===== src/rtl/e_stage_reg.sv =====
// D->E pipeline register: applies flush/stall/bubble control from the hazard
// controller and runs the multiply/divide busy counter behind the MD-class stall.
module e_stage_reg #(
  parameter int unsigned MULT_CYCLES = 5,
  parameter int unsigned DIV_CYCLES  = 10
) (
  input  logic        clk,
  input  logic        reset,
  input  logic [31:0] pc_d,
  input  logic [31:0] instr_d,
  input  logic [31:0] rs_val_d,
  input  logic [31:0] rt_val_d,
  input  logic [31:0] ext_imm_d,
  input  logic [4:0]  writereg_d,
  input  logic [3:0]  tnew_d,
  input  logic [1:0]  md_start_d,
  input  logic        bd_d,
  input  logic        bubble_e,
  input  logic        stall_e,
  input  logic        flush_e,
  output logic [31:0] pc_e,
  output logic [31:0] instr_e,
  output logic [31:0] rs_val_e,
  output logic [31:0] rt_val_e,
  output logic [31:0] ext_imm_e,
  output logic [4:0]  writereg_e,
  output logic [3:0]  tnew_e,
  output logic        bd_e,
  output logic        valid_e,
  output logic        md_busy
);

  localparam int unsigned CNT_W = 4;
  localparam logic [1:0]  MD_NONE = 2'b00;
  localparam logic [1:0]  MD_MULT = 2'b01;
  localparam logic [1:0]  MD_DIV  = 2'b10;

  logic [1:0]       md_kind_e;
  logic [CNT_W-1:0] md_cnt;
  logic [CNT_W-1:0] md_cnt_nxt;
  logic             md_go;

  // E-stage contents; priority flush > stall > bubble > load
  always_ff @(posedge clk or posedge reset) begin
    if (reset) begin
      pc_e       <= '0;
      instr_e    <= '0;
      rs_val_e   <= '0;
      rt_val_e   <= '0;
      ext_imm_e  <= '0;
      writereg_e <= '0;
      tnew_e     <= '0;
      bd_e       <= 1'b0;
      valid_e    <= 1'b0;
      md_kind_e  <= MD_NONE;
    end else if (flush_e) begin
      pc_e       <= '0;
      instr_e    <= '0;
      rs_val_e   <= '0;
      rt_val_e   <= '0;
      ext_imm_e  <= '0;
      writereg_e <= '0;
      tnew_e     <= '0;
      bd_e       <= 1'b0;
      valid_e    <= 1'b0;
      md_kind_e  <= MD_NONE;
    end else if (stall_e) begin
      pc_e       <= pc_e;
    end else if (bubble_e) begin
      // bubble keeps the stalled instruction's PC/BD so EPC stays correct
      pc_e       <= pc_d;
      bd_e       <= bd_d;
      instr_e    <= '0;
      rs_val_e   <= '0;
      rt_val_e   <= '0;
      ext_imm_e  <= '0;
      writereg_e <= '0;
      tnew_e     <= '0;
      valid_e    <= 1'b0;
      md_kind_e  <= MD_NONE;
    end else begin
      pc_e       <= pc_d;
      instr_e    <= instr_d;
      rs_val_e   <= rs_val_d;
      rt_val_e   <= rt_val_d;
      ext_imm_e  <= ext_imm_d;
      writereg_e <= writereg_d;
      tnew_e     <= tnew_d;
      bd_e       <= bd_d;
      valid_e    <= 1'b1;
      md_kind_e  <= (md_start_d == 2'b11) ? MD_NONE : md_start_d;
    end
  end

  // Counter starts only when a latched mult/div actually leaves E
  always_comb begin
    md_go      = (md_kind_e != MD_NONE) && !flush_e && !stall_e;
    md_cnt_nxt = md_cnt;
    if (md_go) begin
      md_cnt_nxt = (md_kind_e == MD_MULT) ? CNT_W'(MULT_CYCLES) : CNT_W'(DIV_CYCLES);
    end else if (md_cnt != '0) begin
      md_cnt_nxt = md_cnt - CNT_W'(1);
    end
  end

  always_ff @(posedge clk or posedge reset) begin
    if (reset) begin
      md_cnt  <= '0;
      md_busy <= 1'b0;
    end else begin
      md_cnt  <= md_cnt_nxt;
      md_busy <= (md_cnt_nxt != '0);
    end
  end

  logic unused_div_code;
  assign unused_div_code = (MD_DIV == 2'b10);

endmodule


===== config.mk =====
export PLATFORM = sky130hd
export DESIGN_NAME = e_stage_reg
export DESIGN_NICKNAME = d
export VERILOG_FILES = /design/src/rtl/e_stage_reg.sv
export SDC_FILE = /design/constraint.sdc
export NUM_CORES = 1
export LEC_CHECK = 0
export CAP_MARGIN = 10
export CORE_MARGIN = 3
export CORE_UTILIZATION = 35
export CTS_CLUSTER_DIAMETER = 30
export CTS_CLUSTER_SIZE = 8
export DETAILED_ROUTE_END_ITERATION = 10
export PLACE_DENSITY = 0.69
export SLEW_MARGIN = 20
export SYNTH_ARGS = -nofsm -noshare
export SYNTH_HDL_FRONTEND = slang
export SYNTH_SLANG_ARGS = --single-unit

===== constraint.sdc =====
create_clock -name clk -period 12.7 [get_ports clk]
set_clock_uncertainty 0.1 [all_clocks]
set_input_delay 2.54 -clock clk [delete_from_list [all_inputs] [get_ports clk]]
set_output_delay 2.54 -clock clk [all_outputs]
set_load 0.01 [all_outputs]

==> results.txt <==
Status: completed
RSZ-0062 raised after global routing: no
Via count: 5136
Clock power frac: 40.4%
Final Power: 0.00140 W
CTS tree: built
Slew headroom: 28.5%
IO Port Bufs: 348
Sequential cell area: 0.00445 sq mm
Clock latency on the worst-skew pair: 0.41 ns
Clk sink count: 178
Largest net degree at the start of global routing: 106
Worst slew pin tran: 1.07 ns
Met3 wire length: 1.78 mm
Tmin final: 5.41 ns
Arr. time, crit path: 5.66 ns
DIE WIDTH: 144 microns
Startpoint Class: primary input
Synth unique cells: 27
Post-route ant nets: 0
IO Count: 349
Worst setup slack after layout: 7.29 ns
Total CTS buffers: 17
First-pass GRT wire length: 31.0 mm
Clock Tree Buf Depth: 2
1st-pass router iterations: 4
Crit-path max FO: 97
Slew Limit Fails: 0
Dpl ws: 6.84 ns
Synthesized flop and latch total: 178
Area occupied by multi-input gates: 0.00186 sq mm
Post-CTS Setup Inserts: 0
Hold worst-path end: valid_e$_DFFE_PP0P_
Worst endpoint required time: 12.96 ns
Yosys warns: 0
Vias in the first global route: 5522
Reg2reg end: md_busy$_DFF_PP0_
Seq/Total Area, Yosys: 67.3%
Clock tree root buffer cell: clkbuf_16
Vert. Die Dim: 144 microns
Internal: 0.00106 W
Post-Synthesis Cells: 455
Drc violations: 0
R2R setup slack: 10.89 ns
Fin Setup TNS: 0 ns
Layout cells sized above 1: 5.13%
Tcrit/Tclk final: 42.6%
Quantity of gates resized following cts: 0
Vias per std cell: 4.99
Final setup vio count: 0
Hold Buf Count CTS: 0
Die area: 0.0206 sq mm
Finished Core Util: 59.0%
Top sig layer: met4
Met2 Wirelength: 10.0 mm
Fin. Hold Viols: 0
Worst-path clk slew: 0.07 ns
Crit Path Class: in2reg
Final hold slack: 0.387 ns
Avg Cell Area, Syn: 14.6 sq um
DRT Wirelength: 20.5 mm
Switching Share: 24.3%
Synth Area in Adders: 0.189%
Largest family of logic cells by synthesized area: compound AO/OA/AOI/OAI gates
Net load switching power: 0.000339 W
Critical R2R Launch: md_cnt[0]$_DFF_PP0_
Std cell rows: 49
Comb pwr share: 15.2%
F_max: 0.185 GHz
Share of synthesized area spent on multiplexers: 4.99%
DR WL/cell: 19.9 microns
Max H-tree Level: 4
Setup crit end kind: register
Simple-Gate Fraction of Synth Area: 3.27%
Pwr Density: 130 mW/mm^2
Syn_nets: 633
Compound-Gate Fraction of Synth Area: 19.3%
Area Overhead vs Synth: 62.9%
Sequential share of power: 44.4%
Reg2Reg Depth: 5
Length of routed wiring on met1: 8.31 mm
Gr usage total: 19.4%
Fillers: 1453
Worst hold start: valid_e$_DFFE_PP0P_
VDD IR max: 87.2 uV
Min-Delay Path Class: reg2reg
P_leak: 4.86 nW
Max Cap Violations: 0
Overflow after GRT: 0
Post-Synth XOR/XNOR Area: 0.265%
Final Net Count: 965
Starting Density: 36.2%
Mapped Area: 0.00662 sq mm
Hold Crit Depth: 1
Starting DRC count in detailed routing: 261
Final GP Congestion: 0.802
DP HPWL: 14.4 mm
CORE AREA: 0.0183 sq mm
Initial antenna violation count: 1
## area by class of cell
type                    instances  share of cell area, %
well taps                     229                   2.66
multi-input cells             232                   17.3
diodes                          1                 0.0232
inverters                       5                  0.220
clock inverters                13                   1.81
repair buffers                353                   32.6
clock buffers                  19                   4.11
flip-flops and latches        178                   41.3
## how the worst max path moves through the flow
stage,start,slack [ns],to
2_1_floorplan,reset,5.23,bd_e$_DFFE_PP0P_
3_3_place_gp,stall_e,7.02,rt_val_e[28]$_DFFE_PP0P_
3_5_place_dp,stall_e,6.84,rs_val_e[2]$_DFFE_PP0P_
4_1_cts,stall_e,7.30,rs_val_e[2]$_DFFE_PP0P_
5_1_grt,stall_e,7.10,rs_val_e[11]$_DFFE_PP0P_
6_report,stall_e,7.29,rs_val_e[20]$_DFFE_PP0P_
## cells in the final DEF (no fill, tap or decap), types with 3 or more instances in the layout
master           count
inv_6                5
clkinvlp_4           3
mux2i_1             33
buf_4                5
bufinv_16            4
o21ai_0              3
dfrtp_1            178
nor2_1              34
clkdlybuf4s50_1    347
a22o_1             137
clkbuf_16           17
inv_1                4
## critical path: stages
cell and delay (ns):
buf_2 0.79, nor2b_4 1.02, buf_4 0.90, a22o_1 0.28
## logic make-up after synthesis
logic type,Yosys count
and+or+nand+nor,47
xor gates and xnor gates,2
muxes,33
AOI/OAI and AO/OA,149
adders and majority gates,1
DFF,178
buffers and inverters,45
## synth_stat cells, drive strengths merged
cell / number / share of area (%)
inv: 5 / 0.28
xnor2: 2 / 0.26
and3: 1 / 0.095
ha: 1 / 0.19
nor2b: 3 / 0.28
o211ai: 1 / 0.11
a21oi: 2 / 0.15
buf: 36 / 4.2
mux2i: 33 / 5.0
o22ai: 1 / 0.095
and2: 2 / 0.19
a21o: 1 / 0.11
o31ai: 1 / 0.11
o21ai: 4 / 0.30
nor3: 3 / 0.40
nor2: 34 / 1.9
a32o: 2 / 0.30
nand2: 2 / 0.11
a22o: 137 / 18
dfrtp: 178 / 67
or3b: 2 / 0.26
clkbuf: 4 / 0.23
## per-layer routing
| metal | track usage, % | vias to the layer above |
|---|---|---|
| met3 | 6.32 | 21 |
| met5 | 0 | - |
| met4 | 6.79 | 0 |
| li1 | - | 2353 |
| met1 | 23.9 | 2509 |
| met2 | 32.0 | 253 |
## power by group through the flow
stage / registers [W] / logic (W) / clock network (W)
final: 0.000620 / 0.000213 / 0.000564
after global routing: 0.000623 / 0.000230 / 0.000600
after CTS: 0.000619 / 0.000213 / 0.000579
after detailed placement: 0.000629 / 0.000212 / 0
after global placement: 0.000627 / 0.000204 / 0
after floorplan: 0.000636 / 0.0000802 / 0
## state kept, by name, summed over array words and instances, names as in the netlist
name,cells
valid_e,1
md_kind_e,2
bd_e,1
rt_val_e,32
instr_e,32
md_busy,1
writereg_e,5
tnew_e,4
ext_imm_e,32
rs_val_e,32
pc_e,32
md_cnt,4
## per-stage QoR
stage	cells	area (sq um)
after floorplan	455	6620
after global placement	997	10100
after detailed placement	997	10100
after CTS	1029	10800
after global routing	1030	10800
final	1030	10800
Note: power is estimated with default switching activity, not from simulation.
